--- config.mk ---
export PLATFORM = sky130hd
export DESIGN_NAME = tx_stripe_serializer
export DESIGN_NICKNAME = d
export VERILOG_FILES = /design/src/rtl/tx_stripe_serializer_pkg.sv /design/src/rtl/tx_stripe_serializer_lane_serializer.sv /design/src/rtl/tx_stripe_serializer.sv
export SDC_FILE = /design/constraint.sdc
export NUM_CORES = 1
export LEC_CHECK = 0
export ABC_AREA = 1
export CAP_MARGIN = 10
export CORE_ASPECT_RATIO = 0.5
export CORE_UTILIZATION = 54
export DETAILED_ROUTE_END_ITERATION = 10
export PLACE_DENSITY = 0.76
export SYNTH_ARGS = -nofsm -noshare
export SYNTH_HDL_FRONTEND = slang
export SYNTH_HIERARCHICAL = 1
export SYNTH_SLANG_ARGS = --single-unit
--- constraint.sdc ---
create_clock -name clk -period 1.6 [get_ports clk]
set_input_delay 0.48 -clock clk [delete_from_list [all_inputs] [get_ports clk]]
set_output_delay 0.48 -clock clk [all_outputs]
set_load 0.05 [all_outputs]
--- src/rtl/tx_stripe_serializer_pkg.sv ---
// -----------------------------------------------------------------------------
// tx_stripe_serializer_pkg
// Constants and the control-state encoding shared by the transmit striper and
// the matching receive deserializers, so both ends agree on lane count,
// symbol width and the idle symbol.
// -----------------------------------------------------------------------------
package tx_stripe_serializer_pkg;

  localparam int          NUM_LANES = 4;
  localparam int          SYM_BITS  = 8;
  localparam logic [7:0]  IDLE_SYM  = 8'hBC;

  // GATHER: fewer than NUM_LANES bytes collected; FULL: a complete group is
  // waiting for the next symbol boundary.
  typedef enum logic {
    ST_GATHER = 1'b0,
    ST_FULL   = 1'b1
  } state_t;

endpackage

--- src/rtl/tx_stripe_serializer_lane_serializer.sv ---
// -----------------------------------------------------------------------------
// lane_serializer
// One lane's load/shift register. On i_load the register takes i_load_data,
// otherwise it shifts left, filling with 0. The lane bit is the register MSB,
// so symbols leave MSB first and the output is registered.
//
// Ports:
//   clk          rising-edge clock
//   reset        asynchronous active-low reset (register <- IDLE_SYM)
//   enb          enable; low holds the register
//   i_load       load i_load_data on this edge instead of shifting
//   i_load_data  symbol to load
//   o_bit        serial lane bit (register MSB)
// -----------------------------------------------------------------------------
module lane_serializer #(
  parameter int                  SYM_BITS = 8,
  parameter logic [SYM_BITS-1:0] IDLE_SYM = tx_stripe_serializer_pkg::IDLE_SYM
) (
  input  logic                clk,
  input  logic                reset,
  input  logic                enb,
  input  logic                i_load,
  input  logic [SYM_BITS-1:0] i_load_data,
  output logic                o_bit
);

  logic [SYM_BITS-1:0] r_shift;

  always_ff @(posedge clk or negedge reset) begin
    if (!reset) begin
      r_shift <= IDLE_SYM;
    end else if (enb) begin
      if (i_load) begin
        r_shift <= i_load_data;
      end else begin
        r_shift <= {r_shift[SYM_BITS-2:0], 1'b0};
      end
    end
  end

  assign o_bit = r_shift[SYM_BITS-1];

endmodule

--- src/rtl/tx_stripe_serializer.sv ---
// -----------------------------------------------------------------------------
// tx_stripe_serializer
// Gathers four upstream bytes and stripes them across four serial lanes, one
// byte per lane, MSB first. A free-running bit counter divides time into
// 8-cycle symbols; at each symbol boundary every lane loads either the
// gathered group (if complete) or IDLE_SYM.
//
// Handshake: a byte transfers on a rising edge where in_valid=1 and
// in_ready=1. in_ready is combinational (enb and gather not full) and does
// not depend on in_valid; upstream holds in_data/in_valid until transferred.
//
// Ports:
//   clk         rising-edge clock
//   reset       asynchronous active-low reset
//   enb         global enable; low freezes all state and drops in_ready
//   in_data     upstream byte
//   in_valid    in_data valid
//   in_ready    byte accepted this cycle when in_valid is also high
//   L0..L3      serial lane bits (lane k carries gather slot k)
//   lane_valid  high while the symbol on the lanes is data, low for IDLE_SYM
// -----------------------------------------------------------------------------
module tx_stripe_serializer #(
  parameter logic [7:0] IDLE_SYM = tx_stripe_serializer_pkg::IDLE_SYM,
  parameter int         SYM_BITS = tx_stripe_serializer_pkg::SYM_BITS  // only 8
) (
  input  logic                clk,
  input  logic                reset,
  input  logic                enb,
  input  logic [SYM_BITS-1:0] in_data,
  input  logic                in_valid,
  output logic                in_ready,
  output logic                L0,
  output logic                L1,
  output logic                L2,
  output logic                L3,
  output logic                lane_valid
);

  import tx_stripe_serializer_pkg::*;

  localparam int               CNT_W    = $clog2(SYM_BITS);
  localparam logic [CNT_W-1:0] LAST_BIT = CNT_W'(SYM_BITS - 1);

  logic [CNT_W-1:0]    r_bit_cnt;
  logic [2:0]          r_count;                // bytes gathered, 0..4
  logic [SYM_BITS-1:0] r_slot [NUM_LANES];
  state_t              r_state;
  logic                r_lane_valid;

  logic                w_boundary;
  logic                w_accept;
  logic                w_load_group;
  logic [NUM_LANES-1:0] w_lane_bit;
  logic [SYM_BITS-1:0] w_load_data [NUM_LANES];

  assign in_ready     = enb && (r_count < 3'(NUM_LANES));
  assign w_accept     = in_valid && in_ready;
  assign w_boundary   = (r_bit_cnt == LAST_BIT);
  // Decided from the state before the edge, so a 4th byte arriving on the
  // boundary edge itself waits a whole symbol for the next boundary.
  assign w_load_group = (r_state == ST_FULL);

  always_ff @(posedge clk or negedge reset) begin
    if (!reset) begin
      r_bit_cnt    <= '0;
      r_count      <= '0;
      r_state      <= ST_GATHER;
      r_lane_valid <= 1'b0;
      for (int k = 0; k < NUM_LANES; k++) begin
        r_slot[k] <= '0;
      end
    end else if (enb) begin
      r_bit_cnt <= r_bit_cnt + 1'b1;
      if (w_boundary && w_load_group) begin
        // Group moves into the lanes; gather restarts empty.
        r_count      <= '0;
        r_state      <= ST_GATHER;
        r_lane_valid <= 1'b1;
      end else begin
        if (w_boundary) begin
          r_lane_valid <= 1'b0;    // idle symbol; partial gather is kept
        end
        if (w_accept) begin
          r_slot[r_count[1:0]] <= in_data;
          r_count              <= r_count + 3'd1;
          if (r_count == 3'(NUM_LANES - 1)) begin
            r_state <= ST_FULL;
          end
        end
      end
    end
  end

  for (genvar k = 0; k < NUM_LANES; k++) begin : g_lane
    assign w_load_data[k] = w_load_group ? r_slot[k] : IDLE_SYM;

    lane_serializer #(
      .SYM_BITS (SYM_BITS),
      .IDLE_SYM (IDLE_SYM)
    ) u_lane (
      .clk         (clk),
      .reset       (reset),
      .enb         (enb),
      .i_load      (w_boundary),
      .i_load_data (w_load_data[k]),
      .o_bit       (w_lane_bit[k])
    );
  end

  assign L0         = w_lane_bit[0];
  assign L1         = w_lane_bit[1];
  assign L2         = w_lane_bit[2];
  assign L3         = w_lane_bit[3];
  assign lane_valid = r_lane_valid;

endmodule

==> results.toml, run 1 <==
[setup_path]
cp-startpoint = "r_bit_cnt[0]$_DFFE_PN0P_"
r2r_cells = 8
crit_chain = "ha_1, ha_1, nand2_1, buf_4, nand4_1, buf_4, nand2_1, nand2_1"
crit_end = "r_slot[12]$_DFFE_PN0P_"
cp_slowest_cell = "dfrtp_1"
crit_path_frequent_cell = "nand2_1"
rrSetupSlack_ns = 0.08
r2r_start = "r_bit_cnt[0]$_DFFE_PN0P_"
r2r-end = "r_slot[12]$_DFFE_PN0P_"
required_ns = 1.83
cp_num_buf_inv = 2
crit_type = "flip-flop to flip-flop"
end_kind = "flip-flop"
cp-start-kind = "flip-flop"
cp_top_family = "adder cells"
crit_arrival_ns = 1.74
path_depth = 8
max_stage_delay_ns = 0.38
crit_fanout = 8

[power]
peakVddDrop_mv = 1.174
p_sw_mw = 2.914
combPwrFrac_pct = 36.2
switching_share_pct = 34.43
pwr-share-clk_pct = 26.5
seq_power_share_pct = 37.2
intPower_mw = 5.550
power.density_mw_per_mm2 = 1898
p_leak_nw = 2.521

[place]
portBuffers = 17
gp_congestion = 0.8049
pre_cts_ws_ns = -0.09196
post-dp-hpwl_um = 5228
placed_cell_area_mm2 = 0.004108

[yosys]
syn_inst = 485
postSynth.asyncResetShare_pct = 100.0
yosysMostFrequentCell = "nand2_1"
postSynthAreaPerCell_um2 = 7.554
synth_edf_count = 0
netlist_top_cells_count = "nand2_1, inv_1, nand3_1"
synth_nets = 504
synth_seq_cells = 72
yosysTopAreaCell = "dfrtp_1"
yosys.area.top_type_share_pct = 35.52
dominantRegCellSynth = "dfrtp_1"
synth_cell_type_count = 19
syn-cell-area_mm2 = 0.003664
ys_seq_area_share_pct = 49.86
yosysWarnings = 6
synth.area.top_cells = "dfrtp_1, nand2_1, dfstp_2, nand3_1, inv_1"

[clock_network]
clockBufferDepth = 2
cts_tree = "yes"
clk_pin_slew_ns = 0.05
clkLatencyLatePin_ns = 0.34
clock_sinks = 72
htreeDepth = 3
cts_root_buffer = "clkbuf_16"
cts_buffers = 9
postCtsHoldBufs = 0

[timing]
tightestPinTransition_ns = 0.4963
hold_violations = 0
period_share_pct = 94.89
grt_setup_unrepaired = "false"
clock.fmax_mhz = 658.6
worst_slack_ns = 0.08171
hold_ws_ns = 0.04168
timing.final.max_slew_violations = 0
maxSlewHeadroom_pct = 66.88
setup_viol = 0
fin_crit_ns = 1.518
fin_skew_ns = 0.005139

[die]
rows = 20
design.die.area_mm2 = 0.007138
die_w_um = 118.5
die_y_um = 60.24
start_util_pct = 58.10
coreArea_mm2 = 0.006306
io_pins = 18

[grt]
grt_pass1_vias = 2755
antenna_found_initial = 0
grt_use_total_pct = 24.15
grt_max_degree = 44
grt-ovfl-total = 0
grt_pass1_wl_um = 12880

[detailed_routing]
drt_wl_total_um = 7561
remaining_drc_errors = 0
drt_pass1_iterations = 4
vias_per_cell = 4.820
vias = 2950
drt_iter0_drc = 310
antenna_left = 0
drt-wirelength-per-cell_um = 12.35

[finish]
fillerInstances = 505
syn2layout_area_growth_pct = 21.69
drive_above_1_share_pct = 19.27
n_antenna_cell = 0
nets = 539
fin_area_mm2 = 0.004458

[hold_path]
hp-class = "input port to asynchronous set/reset pin"

[job]
cap_violations = 0

[outcome]
status = "finished, final reports clean"
[logic make-up after synthesis]
| family | share of synthesized area, % |
|---|---|
| compound gates | 1.161 |
| xor+xnor | 0.2391 |
| flops | 49.86 |
| simple gates | 34.26 |
| buf+inv | 12.09 |
| fa+ha+maj | 2.391 |
[state kept, by name, indices dropped and copies added, names as in the netlist]
signal / cells
g_lane.u_lane/r_shift: 32
lane_valid: 1
r_bit_cnt: 3
r_count: 3
r_slot: 32
r_state: 1
[repair_timing]
action                                  4_1_cts  5_1_grt
resized for setup                             0        2
buffers inserted                              0        1
endpoints found under the setup margin        0        7
[how the worst min path moves through the flow]
stage,start,to,slack (ns),depth (start not counted)
floorplan,reset,g_lane[0].u_lane/r_shift[0]$_DFFE_PN0P_,0.18,0
finish,reset,r_count[2]$_DFFE_PN0P_,0.04,1
CTS,reset,r_count[2]$_DFFE_PN0P_,0.05,1
global route,reset,r_count[2]$_DFFE_PN0P_,0.05,1
global placement,reset,r_bit_cnt[0]$_DFFE_PN0P_,0.41,1
detailed placement,reset,r_bit_cnt[0]$_DFFE_PN0P_,0.41,1
[routing by layer]
metal,global-route usage [%],up-vias,wire [um]
li1,-,1527,-
met1,31.80,1349,3679
met2,38.49,58,3399
met3,7.824,16,357
met4,7.957,0,125
met5,0,-,0
[through the flow]
| step | power [mW] | utilization (%) | TNS, ns | cells |
|---|---|---|---|---|
| floorplan | 5.177 | - | 0 | 485 |
| global placement | 6.078 | 65.14 | -1.263 | 596 |
| detailed placement | 6.187 | 65.14 | -1.773 | 596 |
| CTS | 8.489 | 70.44 | 0 | 611 |
| global route | 9.119 | 70.69 | 0 | 612 |
| finish | 8.463 | 70.69 | 0 | 612 |
[worst register-to-register path, stage by stage (launching register included)]
cell	delay, ns
dfrtp_1	0.38
ha_1	0.21
ha_1	0.20
nand2_1	0.09
buf_4	0.13
nand4_1	0.10
buf_4	0.18
nand2_1	0.08
nand2_1	0.06
[placed cells by master, fill, tap and decap left out]
cell type	count
bufinv_16	3
a21boi_0	1
buf_2	2
clkinv_2	2
clkbuf_16	9
o21ai_1	4
buf_12	9
buf_4	22
nand3_2	1
inv_4	4
dfstp_2	20
o21ai_0	3
xor2_1	1
clkdlybuf4s50_1	9
clkinv_4	1
nor2_4	2
ha_1	7
buf_6	1
nand3_1	65
inv_2	5
nand4_1	4
dfrtp_1	52
or2_2	20
inv_1	74
nand2_1	203
[area by class of cell]
type	count	area [um^2]	share of cell area (%)
repair buffers	43	456.7	10.24
clock inverters	6	108.9	2.442
well taps	88	110.1	2.470
flip-flops and latches	72	1827	40.98
clock buffers	9	225.2	5.052
multi-input cells	311	1409	31.60
inverters	83	321.6	7.213
[power groups by stage]
stage,clock [mW],sequential (mW),combinational [mW]
2_1_floorplan,0,3.22,1.95
3_3_place_gp,0,3.14,2.93
3_5_place_dp,0,3.16,3.03
4_1_cts,2.28,3.14,3.06
5_1_grt,2.36,3.25,3.51
6_report,2.25,3.15,3.07
Power figures use the tool's default switching activity.
==> run 2: changes to the inputs <==
CTS_CLUSTER_DIAMETER = 50   (was unset)
==> results of run 2 <==
Same layout as run 1: the final DEF is identical, and so are final timing and power.
==> patch (flow settings as in run 2) <==
`SYM_BITS` is set to 8 in 2 places; all go to 16.
--- a/src/rtl/tx_stripe_serializer_pkg.sv
+++ b/src/rtl/tx_stripe_serializer_pkg.sv
@@ -7,7 +7,7 @@
 package tx_stripe_serializer_pkg;
 
   localparam int          NUM_LANES = 4;
-  localparam int          SYM_BITS  = 8;
+  localparam int          SYM_BITS  = 16;
   localparam logic [7:0]  IDLE_SYM  = 8'hBC;
 
   // GATHER: fewer than NUM_LANES bytes collected; FULL: a complete group is
--- a/src/rtl/tx_stripe_serializer_lane_serializer.sv
+++ b/src/rtl/tx_stripe_serializer_lane_serializer.sv
@@ -13,7 +13,7 @@
 //   o_bit        serial lane bit (register MSB)
 // -----------------------------------------------------------------------------
 module lane_serializer #(
-  parameter int                  SYM_BITS = 8,
+  parameter int                  SYM_BITS = 16,
   parameter logic [SYM_BITS-1:0] IDLE_SYM = tx_stripe_serializer_pkg::IDLE_SYM
 ) (
   input  logic                clk,
Ports: changed (resized in_data); port bits go from 18 to 26. No check against the original RTL was run, so the function may have changed too.
==> patch against run 2 <==
- the run now ends with negative setup slack left
- critical path depth fell by 4
- area after synthesis grew 100%
- die area up 99%
- power grew 88%
- cell area up 92%
- routed wire length is 120% higher
- non-clock buffer count grew 23
- worst setup slack got worse by 0.089 ns
- sequential cell count increased by 65
- core utilization fell by 5.0 points
- count of clock-buffer cells in the layout up 14
- via count is 110% higher
- critical endpoint is now in_ready
- largest power group unchanged
==> patch: results (changes against run 2) <==
Crit path DAT = 1.13 ns (was 1.74 ns)
Peak supply drop = 0.000776 V (was 0.00117 V)
Fin. Hold Viols = 0 (unchanged)
Adder-cell area share of the yosys netlist = 1.01% (was 2.39%)
Total CTS buffers = 17 (was 9)
Syn nets = 1,007 (was 504)
First-pass GRT wire length = 29,200 um (was 12,900 um)
PnR worst setup slack = -0.00682 ns (was 0.0817 ns)
Final setup viols = 1 (was 0)
Met3 Use GR = 6.58% (was 7.82%)
Post-cts sizing count = 3 (was 0)
Routability cong. = 0.815 (was 0.805)
Port Buffers = 25 (was 17)
Placed cell area = 0.00785 sq mm (was 0.00411 sq mm)
Share of the synthesized area in the top cell type = 39.5% (was 35.5%)
Top cells by count, synth = 403 x nand2_1, 174 x inv_1, 117 x dfrtp_1 (was 203 x nand2_1, 75 x inv_1, 66 x nand3_1)
Regs by FF count = g_lane.u_lane/r_shift (64), r_slot (64), r_bit_cnt (4) (was g_lane.u_lane/r_shift (32), r_slot (32))
Drt first pass iters = 5 (was 4)
Fin Setup TNS = -0.00682 ns (was 0 ns)
Met1 usage = 35.6% (was 31.8%)
Mux share of post-synthesis cell area = 0.152% (was 0%)
Failing checks = negative setup slack
FILL cells = 993 (was 505)
Tmin final = 1.61 ns (was 1.52 ns)
Max FO, Critical Path = 2 (was 8)
Cts hold-fix bufs = 1 (was 0)
Placed Cells = 1,151 (was 596)
Synth area leaders = dfrtp_1 39%, nand2_1 20%, inv_1 8.8%, dfstp_2 7.1%, nand4_1 5.5% (was dfrtp_1 36%, nand2_1 21%, dfstp_2 14%, nand3_1 9.0%, inv_1 7.7%)
Grt met2 use = 40.3% (was 38.5%)
DR WL/cell = 14.2 um (was 12.4 um)
Vias in the first global route = 5,856 (was 2,755)
Seq/Total Area, Yosys = 46.6% (was 49.9%)
Tot GR Track Use = 26.1% (was 24.2%)
Compound-Gate Fraction of Synth Area = 0.405% (was 1.16%)
Met3 routed WL = 1170 um (was 357 um)
Leakage = 4.88 nW (was 2.52 nW)
Via count = 6,135 (was 2,950)
Post-synthesis area per instance = 7.56 sq um (was 7.55 sq um)
Seq. pwr = 6.13 mW (was 3.15 mW)
Combinational power = 5.91 mW (was 3.07 mW)
Slew margin rel. = 70.9% (was 66.9%)
Finished Layout Cells = 1,191 (was 612)
Routed metal-1 wirelength = 7740 um (was 3680 um)
Sw frac = 37.4% (was 34.4%)
Status = complete, but fails checks (was completed)
Post-synthesis xor/xnor area fraction = 0.236% (was 0.239%)
Clock Tree Buf Depth = 2 (unchanged)
Hold WC Path Type = flip-flop to flip-flop (was input port to async pin)
H-Tree Depth = 4 (was 3)
Hpwl dp = 10,400 um (was 5230 um)
Clk_lat worst skew = 0.42 ns (was 0.34 ns)
Setup Fix Bufs, Post-CTS = 3 (was 0)
Sw Pwr = 5.94 mW (was 2.91 mW)
WL met2 = 7630 um (was 3400 um)
Layout cells sized above 1 = 15.8% (was 19.3%)
Starting DRC count in detailed routing = 697 (was 310)
## patch: worst paths after layout
path | startpoint | endpoint | slack [ns] | depth (start not counted)
max reg2reg | r_bit_cnt[1] | g_lane[1].u_lane/r_shift[14] | 0.07 | 8
max | r_count[2] | in_ready | -0.007 | 4
min | g_lane[1].u_lane/r_shift[2] | g_lane[1].u_lane/r_shift[2] | 0.47 | 2
min reg2reg | g_lane[1].u_lane/r_shift[2] | g_lane[1].u_lane/r_shift[2] | 0.47 | 2
min in group asynchronous | reset | g_lane[1].u_lane/r_shift[15] | 0.49 | 2
max in group asynchronous | reset | g_lane[3].u_lane/r_shift[3] | 0.50 | 3
## patch: cell type report
type	count	area [sq um]	area share (%)
sequential	137	3450	40.4
timing repair buffer	66	797	9.32
tap	170	213	2.49
clock inverter	9	97.6	1.14
inverter	183	707	8.27
clock buffer	23	478	5.59
multi-input combinational	603	2810	32.8
